File: src/rtl/abro_sequence_arbiter.sv
// Round-robin arbiter that time-shares one ABRO core between N_REQ requesters,
// running clear / A,B events / bounded wait for O per grant.
module abro_sequence_arbiter #(
    parameter int N_REQ   = 4,
    parameter int TIMEOUT = 15,
    parameter int TW      = 4,
    parameter int IDW     = 2
) (
    input  logic             i_clk,
    input  logic             i_rst_n,
    input  logic [N_REQ-1:0] i_req,
    input  logic [N_REQ-1:0] i_order,
    output logic [N_REQ-1:0] o_gnt,
    output logic [IDW-1:0]   o_gnt_id,
    output logic             o_busy,
    output logic [N_REQ-1:0] o_done,
    output logic             o_err,
    output logic             o_core_reset,
    output logic             o_core_a,
    output logic             o_core_b,
    input  logic             i_core_o
);

    localparam int SW = IDW + 1;

    typedef enum logic [2:0] {
        S_IDLE = 3'd0,
        S_CLR  = 3'd1,
        S_EV1  = 3'd2,
        S_EV2  = 3'd3,
        S_WAIT = 3'd4,
        S_DONE = 3'd5
    } state_t;

    state_t             r_state;
    logic [N_REQ-1:0]   r_gnt;
    logic [IDW-1:0]     r_win;
    logic               r_busy;
    logic [N_REQ-1:0]   r_done;
    logic               r_err;
    logic               r_core_reset;
    logic               r_core_a;
    logic               r_core_b;
    logic [IDW-1:0]     r_rr;
    logic               r_ord;
    logic [TW-1:0]      r_cnt;

    logic               w_found;
    logic [IDW-1:0]     w_winner;
    logic [IDW-1:0]     w_idx;

    // (base + step) mod N_REQ, with base < N_REQ and step < N_REQ
    function automatic logic [IDW-1:0] wrap_inc(input logic [IDW-1:0] base, input int step);
        logic [SW-1:0] sum;
        sum = {1'b0, base} + SW'(step);
        if (sum >= SW'(N_REQ)) begin
            sum = sum - SW'(N_REQ);
        end else begin
            sum = sum;
        end
        return sum[IDW-1:0];
    endfunction

    function automatic logic [N_REQ-1:0] onehot(input logic [IDW-1:0] idx);
        return {{(N_REQ-1){1'b0}}, 1'b1} << idx;
    endfunction

    // Round-robin search: first requesting index at or after the pointer
    always_comb begin
        w_found  = 1'b0;
        w_winner = {IDW{1'b0}};
        w_idx    = {IDW{1'b0}};
        for (int k = 0; k < N_REQ; k++) begin
            w_idx = wrap_inc(r_rr, k);
            if (!w_found && i_req[w_idx]) begin
                w_found  = 1'b1;
                w_winner = w_idx;
            end else begin
                w_found  = w_found;
            end
        end
    end

    // Sequencer FSM with all outputs registered
    always_ff @(posedge i_clk or negedge i_rst_n) begin
        if (!i_rst_n) begin
            r_state      <= S_IDLE;
            r_gnt        <= {N_REQ{1'b0}};
            r_win        <= {IDW{1'b0}};
            r_busy       <= 1'b0;
            r_done       <= {N_REQ{1'b0}};
            r_err        <= 1'b0;
            r_core_reset <= 1'b1;
            r_core_a     <= 1'b0;
            r_core_b     <= 1'b0;
            r_rr         <= {IDW{1'b0}};
            r_ord        <= 1'b0;
            r_cnt        <= {TW{1'b0}};
        end else begin
            case (r_state)
                S_IDLE: begin
                    r_done   <= {N_REQ{1'b0}};
                    r_err    <= 1'b0;
                    r_core_a <= 1'b0;
                    r_core_b <= 1'b0;
                    if (w_found) begin
                        r_win        <= w_winner;
                        r_ord        <= i_order[w_winner];
                        r_gnt        <= onehot(w_winner);
                        r_busy       <= 1'b1;
                        r_core_reset <= 1'b1;
                        r_state      <= S_CLR;
                    end else begin
                        r_gnt        <= {N_REQ{1'b0}};
                        r_busy       <= 1'b0;
                        r_core_reset <= 1'b0;
                        r_state      <= S_IDLE;
                    end
                end
                S_CLR: begin
                    r_core_reset <= 1'b0;
                    r_core_a     <= ~r_ord;
                    r_core_b     <= r_ord;
                    r_state      <= S_EV1;
                end
                S_EV1: begin
                    r_core_a <= r_ord;
                    r_core_b <= ~r_ord;
                    r_state  <= S_EV2;
                end
                S_EV2: begin
                    r_core_a <= 1'b0;
                    r_core_b <= 1'b0;
                    r_cnt    <= {{(TW-1){1'b0}}, 1'b1};
                    r_state  <= S_WAIT;
                end
                S_WAIT: begin
                    // O has priority over an expiring counter in the same cycle
                    if (i_core_o) begin
                        r_done       <= onehot(r_win);
                        r_err        <= 1'b0;
                        r_core_reset <= 1'b1;
                        r_state      <= S_DONE;
                    end else if (r_cnt == TW'(TIMEOUT)) begin
                        r_done       <= onehot(r_win);
                        r_err        <= 1'b1;
                        r_core_reset <= 1'b1;
                        r_state      <= S_DONE;
                    end else begin
                        r_cnt <= r_cnt + {{(TW-1){1'b0}}, 1'b1};
                    end
                end
                S_DONE: begin
                    r_gnt        <= {N_REQ{1'b0}};
                    r_busy       <= 1'b0;
                    r_done       <= {N_REQ{1'b0}};
                    r_err        <= 1'b0;
                    r_core_reset <= 1'b0;
                    r_rr         <= wrap_inc(r_win, 1);
                    r_state      <= S_IDLE;
                end
                default: begin
                    r_gnt        <= {N_REQ{1'b0}};
                    r_busy       <= 1'b0;
                    r_done       <= {N_REQ{1'b0}};
                    r_err        <= 1'b0;
                    r_core_reset <= 1'b1;
                    r_core_a     <= 1'b0;
                    r_core_b     <= 1'b0;
                    r_state      <= S_IDLE;
                end
            endcase
        end
    end

    assign o_gnt        = r_gnt;
    assign o_gnt_id     = r_win;
    assign o_busy       = r_busy;
    assign o_done       = r_done;
    assign o_err        = r_err;
    assign o_core_reset = r_core_reset;
    assign o_core_a     = r_core_a;
    assign o_core_b     = r_core_b;

    abro_sequence_arbiter_chk #(.N_REQ(N_REQ)) u_chk (
        .i_clk    (i_clk),
        .i_rst_n  (i_rst_n),
        .i_gnt    (r_gnt),
        .i_done   (r_done),
        .i_err    (r_err),
        .i_core_a (r_core_a),
        .i_core_b (r_core_b)
    );

endmodule

// Structural invariants of the arbiter outputs.
module abro_sequence_arbiter_chk #(
    parameter int N_REQ = 4
) (
    input logic             i_clk,
    input logic             i_rst_n,
    input logic [N_REQ-1:0] i_gnt,
    input logic [N_REQ-1:0] i_done,
    input logic             i_err,
    input logic             i_core_a,
    input logic             i_core_b
);

    a_gnt_onehot:  assert property (@(posedge i_clk) disable iff (!i_rst_n) $onehot0(i_gnt));
    a_done_onehot: assert property (@(posedge i_clk) disable iff (!i_rst_n) $onehot0(i_done));
    a_ab_excl:     assert property (@(posedge i_clk) disable iff (!i_rst_n) !(i_core_a && i_core_b));
    a_done_gnt:    assert property (@(posedge i_clk) disable iff (!i_rst_n) (|i_done) |-> (i_gnt == i_done));
    a_err_done:    assert property (@(posedge i_clk) disable iff (!i_rst_n) i_err |-> (|i_done));

endmodule

File: config.mk
export PLATFORM = sky130hd
export DESIGN_NAME = abro_sequence_arbiter
export DESIGN_NICKNAME = d
export VERILOG_FILES = /design/src/rtl/abro_sequence_arbiter.sv
export SDC_FILE = /design/constraint.sdc
export NUM_CORES = 1
export LEC_CHECK = 0
export ABC_CLOCK_PERIOD_IN_PS = 2360
export CAP_MARGIN = 0
export CORE_MARGIN = 5
export CORE_UTILIZATION = 49
export CTS_BUF_LIST = sky130_fd_sc_hd__clkbuf_16
export DETAILED_ROUTE_END_ITERATION = 12
export HOLD_SLACK_MARGIN = 0.15
export PLACE_DENSITY = 0.8
export SYNTH_ARGS = -nofsm -noshare
export SYNTH_HDL_FRONTEND = slang
export SYNTH_SLANG_ARGS = --single-unit
File: constraint.sdc
create_clock -name i_clk -period 2.36 [get_ports i_clk]
set_input_delay 0.59 -clock i_clk [delete_from_list [all_inputs] [get_ports i_clk]]
set_output_delay 0.59 -clock i_clk [all_outputs]
set_load 0.01 [all_outputs]
# [Word level (Yosys, flattened, before mapping)]
# Cells that the tools add are included.
[word_totals] register_bits=25 in_bits=11 out_inout_bits=15 elab_cells=107
[op_classes] add_sub_neg=10 magnitude_cmp=10 n_eq_ne=9 n_shift=2 muxes=44 bitwise=3 n_reduce_logical=17
[ops] operator="$pmux W4 S2" n=3
[ops] operator="$mux W4" n=5
[ops] operator="$mux W2" n=9
[ops] operator="$lt A2 B3 Y1 const B" n=5
[ops] operator="$pmux W3 S5" n=1
[ops] operator="$mux W1" n=14
[ops] operator="$ge A3 B3 Y1 const B" n=4
[ops] operator="$bmux W1 S2" n=5
[ops] operator="$sub A2 B1 Y2 const B" n=5
[ops] operator="$shl A1 B2 Y4 const A" n=2
[ops] operator="$add A2 B1 Y3 const B" n=2
[ops] operator="$add A2 B2 Y3 const B" n=2
[ops] operator="$eq A3 B2 Y1 const B" n=2
[ops] operator="$eq A3 B3 Y1 const B" n=2
[ops] operator="$mux W3" n=2
[ops] operator="$pmux W1 S3" n=2
[ops] operator="$reduce_and A2 Y1" n=3
[ops] operator="$reduce_or A2 Y1" n=3
[ops] operator="$add A4 B1 Y4 const B" n=1
[ops] operator="$eq A4 B4 Y1 const B" n=1
[ops] operator="$ne A2 B2 Y1 const B" n=2
[ops] operator="$pmux W1 S2" n=2
[ops] operator="$pmux W1 S4" n=1
[ops] operator="$reduce_or A4 Y1" n=1
[ops] operator="other kinds (10)" n=16

# [Depth between registers and ports, before layout]
# Gate-level depths: netlist of the first run.
[depth] ltp_word=17 depth_mapped=6 mapped_depth_nobuf=5

# [Worst setup path after synthesis of the first run]
# No wires, ideal clock.
[synth_timing] kind="input-to-reg" start="input i_req[2]" end="register r_gnt[1] (netlist: o_gnt[1])" setup_ns=0.121 arrival_time_ns=1.609 required_time_ns=2.239 setup_slack_ns=0.630 stages=4 n_path_buf=0 path_cell_list="or4_1 > nand3_1 > nor2b_1 > a22o_1"
[synth_via] elab_chain_cells=15 word_cells_on_any_way=25 classes_between="shift (1); mux (18); reduce/logical (6)"
[synth_lines] item="start, declared" line="11" text="input logic [N_REQ-1:0] i_req,"
[synth_lines] item="$bmux W1 S2" line="75" text="if (!w_found && i_req[w_idx]) begin"
[synth_lines] item="$mux W1 (implied by the code)" line="75"
[synth_lines] item="$mux W1" line="75"
[synth_lines] item="$logic_not A1 Y1" line="75"
[synth_lines] item="$logic_and A1 B1 Y1" line="75"
[synth_lines] item="$mux W1" line="75"
[synth_lines] item="$logic_not A1 Y1" line="75"
[synth_lines] item="$logic_and A1 B1 Y1" line="75"
[synth_lines] item="$mux W1" line="75"
[synth_lines] item="$logic_not A1 Y1" line="75"
[synth_lines] item="$logic_and A1 B1 Y1" line="75"
[synth_lines] item="$mux W2" line="75"
[synth_lines] item="$shl A1 B2 Y4" line="65" text="return {{(N_REQ-1){1'b0}}, 1'b1} << idx;"
[synth_lines] item="$mux W4 *" line="106" text="if (w_found) begin"
[synth_lines] item="$pmux W4 S2 *" line="100" text="case (r_state)"
[synth_lines] item="end signal, assigned" line="88" text="r_gnt <= {N_REQ{1'b0}};"
[synth_lines] item="end signal, assigned" line="109" text="r_gnt <= onehot(w_winner);"
[synth_lines] item="end signal, assigned" line="114" text="r_gnt <= {N_REQ{1'b0}};"
[synth_lines] item="end, declared" line="36" text="logic [N_REQ-1:0] r_gnt;"
# Every way passes the cells marked *; elsewhere a longest branch is shown, timed or not. The select of a mux whose other input is x is not followed.
# A chain may end at the register's enable or synchronous reset.

# [Final worst setup path of the first run]
[layout_timing] start="input i_req[1]" end="register r_gnt[1] (netlist: o_gnt[1])"
# Same word-level chain as after synthesis.

==> metrics.md, run 1 <==
| Metric | Value |
|---|---|
| Port Buf Inserts | `25` |
| Crit Path Max Fanout | `5` |
| Clock Tree Buf Depth | `2` |
| Asr flop ratio synth | `100%` |
| Most common cell in the netlist | `dfrtp_1` |
| TritonCTS buffer count | `3` |
| Worst slew margin | `61.7%` |
| Vias in the first global route | `991` |
| Synth area leaders | `dfrtp_1, a22o_1, ha_1, mux2i_1, nand2_1` |
| Layout area overhead | `31.1%` |
| Count of pins over their slew limit | `0` |
| Grt ovf | `0` |
| DRT iter0 DRCs | `16` |
| Sw Ratio | `35.5%` |
| Pre-antenna DRT Iters | `4` |
| Setup TNS | `0 ps` |
| CTS tree | `built` |
| IO Pins | `26` |
| Final Util | `65.5%` |
| Largest area contributor in the netlist | `dfrtp_1` |
| # fillers | `213` |
| Die width | `59.8 µm` |
| First-pass GRT wire length | `4350 µm` |
| RSZ-0062 raised after global routing | `no` |
| Row count | `18` |
| Vias/cell | `5.54` |
| Post-synth net total | `127` |
| Crit path time final | `2140 ps` |
| Final WS setup | `224 ps` |
| Share of the synthesized area in the top cell type | `49.4%` |
| Mapped cell area | `1220 µm²` |
| Area post-placement | `1520 µm²` |
| Worst-Margin Slew | `568 ps` |
| FF+latch count, synth | `25` |
| Dominant synthesized flop cell | `dfrtp_1` |
| Share of cells above drive strength 1 | `9.15%` |
| Sequential power share | `38.6%` |
| CP required | `2550 ps` |
| Share of total power in the clock network | `18.8%` |
| Critical Path AT | `2330 ps` |
| Die area | `3580 µm²` |
| Via Count | `953` |
| Yosys warnings | `0` |
| Hold Crit Class | `reg2reg` |
| Starting Density | `50.0%` |
| Nets | `159` |
| P_sw | `683 µW` |
| ANT nets after route | `0` |
| Combinational share of power | `42.6%` |
| Routed length per instance | `14.4 µm` |
| Diode count | `0` |
| Post-Syn Instances | `111` |
| Max cap viols | `0` |
| Syn_area_per_cell | `11.0 µm²` |
| Seq/Total Area, Yosys | `51.5%` |
| Worst hold margin | `483 ps` |
| Pleak | `0.730 nW` |
| P per Cell Area | `1210 nW/µm²` |
| Placed Cells | `168` |
| Htree depth | `1` |
| Total power | `1.92 mW` |
| Core Area | `2430 µm²` |
| Setup-failing EPs final | `0` |
| Fin cells | `172` |
| Status | `finished, final reports clean` |
| Total track usage | `16.1%` |
| Final hold viol count | `0` |
| Largest net degree at the start of global routing | `26` |
| Clock skew | `3.15 ps` |
| Pre-CTS WS | `-43.5 ps` |
| Worst Setup Start Kind | `input pin` |
| Max frequency | `468 MHz` |
| Final worst-path cycle share | `90.5%` |
| Critical path class | `in2reg` |
| Chip Height | `59.8 µm` |
| Post-CTS Setup Repair Bufs | `0` |
| Int Pwr | `1.24 mW` |
| Later-pin clock latency in the skew report | `250 ps` |
| Endpoint kind of the worst setup timing path | `register` |
| Placer Congestion | `0.745` |
| Post-route DRC violation count | `0` |
| Initial antenna violation count | `0` |
| DPL Wire Length | `1950 µm` |
| Cell variety after synth | `32` |
| Top post-synthesis cells by count | `dfrtp_1, a22o_1, nand2_1, nor2_1, inv_1` |
| Hold_buf cts | `0` |
| Root Driver | `clkbuf_16` |
| Post-synth EDFFs | `0` |
| Design Area, Final | `1590 µm²` |
| Worst IR Drop VDD | `0.818 mV` |
| Worst-path clk slew | `60 ps` |
| Clock sink count | `25` |
| Final wirelength | `2470 µm` |
| Post-CTS sizing | `0` |
-- state kept, by name (all words and copies together) (netlist names) --
name	flops
r_cnt	4
o_gnt_id	2
r_state	3
o_core_a	1
o_core_reset	1
o_gnt	4
r_rr	2
r_ord	1
o_core_b	1
o_done	4
o_busy	1
o_err	1
-- metal layers --
metal | track usage (%) | wire length (µm)
met3 | 2.59 | 109
met1 | 19.8 | 1110
met4 | 4.75 | 25
met5 | 0 | 0
met2 | 28.5 | 1230
-- cells by family after synthesis --
kind of cell,count (synthesis),share of synthesized area (%)
compound gates,32,20.7
xor+xnor,3,2.16
fa+ha+maj,5,5.14
buf+inv,8,3.09
flops,25,51.5
mux,5,4.22
simple gates,33,13.2
-- final timing paths --
kind	start	endpoint	slack (ps)	cells past startpoint
worst max-delay path	i_req[1]	o_gnt[1]$_DFFE_PN0N_	220	6
worst min-delay path	o_err$_DFFE_PN0P_	o_err$_DFFE_PN0P_	480	2
worst max register to register	r_state[2]$_DFFE_PN0P_	o_done[1]$_DFFE_PN0P_	400	4
max in group asynchronous	i_rst_n	o_core_reset$_DFFE_PN1P_	1380	2
worst min register to register	o_err$_DFFE_PN0P_	o_err$_DFFE_PN0P_	480	2
min in group asynchronous	i_rst_n	o_done[0]$_DFFE_PN0P_	690	2
-- critical path, cell delays in order --
cell             delay, ps
clkdlybuf4s50_1        550
inv_1                   70
a211o_1                280
a21oi_1                370
nor2b_1                280
a22o_1                 170
-- power groups by stage --
stage / logic (mW) / registers, mW / clock network [mW]
3_5_place_dp: 0.824 / 0.747 / 0
3_3_place_gp: 0.802 / 0.737 / 0
2_1_floorplan: 0.471 / 0.751 / 0
4_1_cts: 0.832 / 0.742 / 0.369
6_report: 0.820 / 0.742 / 0.361
5_1_grt: 0.903 / 0.766 / 0.392
-- cell usage in the layout (no fill, tap or decap), types with 2 or more instances in the layout --
cell,n
a21o_1,2
a21oi_1,6
a22o_1,10
a31oi_1,2
buf_4,3
clkbuf_16,3
clkdlybuf4s50_1,25
dfrtp_1,24
ha_1,5
inv_1,8
mux2i_1,4
nand2_1,10
nand2b_1,3
nor2_1,10
nor2b_1,2
o21ai_0,4
o221ai_1,2
or2_2,2
xor2_1,2
-- final cells by class --
cell class	instances	area, µm²	share of cell area, %
clock buffers	3	75.1	4.71
well taps	30	37.5	2.35
inverters	7	26.3	1.65
clock inverters	1	3.75	0.235
multi-input cells	78	552	34.6
flip-flops and latches	25	627	39.3
repair buffers	28	273	17.1
(Power assumes the default switching activity.)
==> run 2, diff against run 1 <==
--- a/config.mk
+++ b/config.mk
@@ -8,11 +8,11 @@
 export ABC_CLOCK_PERIOD_IN_PS = 2360
 export CAP_MARGIN = 0
 export CORE_MARGIN = 5
-export CORE_UTILIZATION = 49
+export CORE_UTILIZATION = 35
 export CTS_BUF_LIST = sky130_fd_sc_hd__clkbuf_16
 export DETAILED_ROUTE_END_ITERATION = 12
 export HOLD_SLACK_MARGIN = 0.15
-export PLACE_DENSITY = 0.8
+export PLACE_DENSITY = 0.62
 export SYNTH_ARGS = -nofsm -noshare
 export SYNTH_HDL_FRONTEND = slang
 export SYNTH_SLANG_ARGS = --single-unit
==> run 2 against run 1 <==
Against the previous run: utilization down 17 points; final area is 2.4% higher; global-route usage shrank 2.8 points; clock-buffer cell count unchanged; power grew 1.9%; fmax is 2.9% higher; largest cell class unchanged.
==> metrics.md, run 2 (synthesis gave the netlist of run 1 again) <==
| Metric | Value |
|---|---|
| Status | `finished, final reports clean` |
| Die area | `4750 µm²` |
| Pleak | `0.736 nW` |
| Later-pin clock latency in the skew report | `260 ps` |
| Critical path class | `in2reg` |
| Placed Cells | `186` |
| Largest net degree at the start of global routing | `26` |
| Met3 Track Usage GR | `3.57%` |
| Hold Crit Class | `reg2reg` |
| ANT nets after route | `0` |
| Worst hold margin | `487 ps` |
| DRT iter0 DRCs | `51` |
| Crit Path Max Fanout | `10` |
| Die width | `68.9 µm` |
| CTS tree | `built` |
| Placer Congestion | `0.828` |
| Worst-path clk slew | `70 ps` |
| Diode count | `0` |
| Post-CTS Setup Repair Bufs | `0` |
| RSZ-0062 raised after global routing | `no` |
| Clock Tree Buf Depth | `2` |
| Vias/cell | `4.97` |
| Setup TNS | `0 ps` |
| Worst Setup Start Kind | `input pin` |
| CP required | `2510 ps` |
| First-pass GRT wire length | `4550 µm` |
| Endpoint kind of the worst setup timing path | `register` |
| Crit path time final | `2070 ps` |
| Pre-antenna DRT Iters | `4` |
| Htree depth | `1` |
| Worst-Margin Slew | `535 ps` |
| Count of pins over their slew limit | `0` |
| Clock skew | `4.27 ps` |
| Hold_buf cts | `0` |
| Critical Path AT | `2220 ps` |
| Met1 Use GR | `17.2%` |
| Worst IR Drop VDD | `0.529 mV` |
| Final hold viol count | `0` |
| Commonest cells after routing, fill and taps aside | `clkdlybuf4s50_1, dfrtp_1, nand2_1, nor2_1, a22o_1` |
| Via Count | `944` |
| Clock sink count | `25` |
| Post-route DRC violation count | `0` |
| Routed length per instance | `13.7 µm` |
| Most common cell after layout, fill and taps aside | `clkdlybuf4s50_1` |
| P per Cell Area | `1200 nW/µm²` |
| Root Driver | `clkbuf_16` |
| Total track usage | `13.3%` |
| Post-CTS sizing | `0` |
| Nets | `161` |
| Initial antenna violation count | `0` |
| Core Area | `3360 µm²` |
| Worst slew margin | `63.9%` |
| Share of cells above drive strength 1 | `11.1%` |
| Fin cells | `190` |
| Layout area overhead | `34.3%` |
| Final wirelength | `2600 µm` |
| Starting Density | `36.2%` |
| Final worst-path cycle share | `87.9%` |
| Vias in the first global route | `959` |
| GRT busiest layer | `met2` |
| Port Buf Inserts | `25` |
| Max cap viols | `0` |
| GRT met2 Usage | `20.5%` |
| Chip Height | `68.9 µm` |
| TritonCTS buffer count | `3` |
| Grt ovf | `0` |
| Setup-failing EPs final | `0` |
| Max frequency | `482 MHz` |
| DPL Wire Length | `1980 µm` |
| Row count | `21` |
| IO Pins | `26` |
==> run 2: metal layers <==
metal	routed length, µm	part of all wire (%)
met5	0	0
met4	58	2.2
met1	1240	48
met3	130	5.0
met2	1170	45
==> run 2: critical path: stages <==
cell and delay, ps:
clkdlybuf4s50_1 440, or4_1 550, nand3_1 290, nor2b_1 130, a22o_1 220
==> run 2: where the power goes <==
part           internal (mW)  total, mW  switching [mW]
Clock                  0.230      0.379           0.149
Combinational          0.438      0.848           0.410
Sequential             0.591      0.733           0.142
Total                   1.26       1.96           0.701
==> run 2: through the flow <==
stage	cell area [µm²]	power [mW]	utilization [%]	setup slack [ps]
5_1_grt	1630	2.11	48.5	208
6_report	1630	1.96	48.5	285
2_1_floorplan	1220	1.22	-	630
3_3_place_gp	1550	1.58	46.1	70.5
3_5_place_dp	1550	1.59	46.1	11.0
4_1_cts	1630	1.98	48.5	277
==> run 2: final timing paths <==
path | cells after the start | end | startpoint | slack, ps
min in group asynchronous | 2 | o_gnt[0]$_DFFE_PN0N_ | i_rst_n | 690
worst min-delay path | 2 | o_err$_DFFE_PN0P_ | o_err$_DFFE_PN0P_ | 490
worst min register to register | 2 | o_err$_DFFE_PN0P_ | o_err$_DFFE_PN0P_ | 490
worst max-delay path | 5 | o_gnt[3]$_DFFE_PN0N_ | i_req[2] | 290
max in group asynchronous | 2 | o_core_reset$_DFFE_PN1P_ | i_rst_n | 1390
worst max register to register | 4 | o_done[1]$_DFFE_PN0P_ | r_state[1]$_DFFE_PN0P_ | 480
==> run 2: area by class of cell <==
| cell class | count | area [µm²] |
|---|---|---|
| fillers | 354 | 1730 |
| clock buffers | 3 | 75.1 |
| well taps | 46 | 57.6 |
| flip-flops and latches | 25 | 627 |
| inverters | 7 | 26.3 |
| clock inverters | 1 | 7.51 |
| multi-input cells | 78 | 552 |
| repair buffers | 30 | 288 |
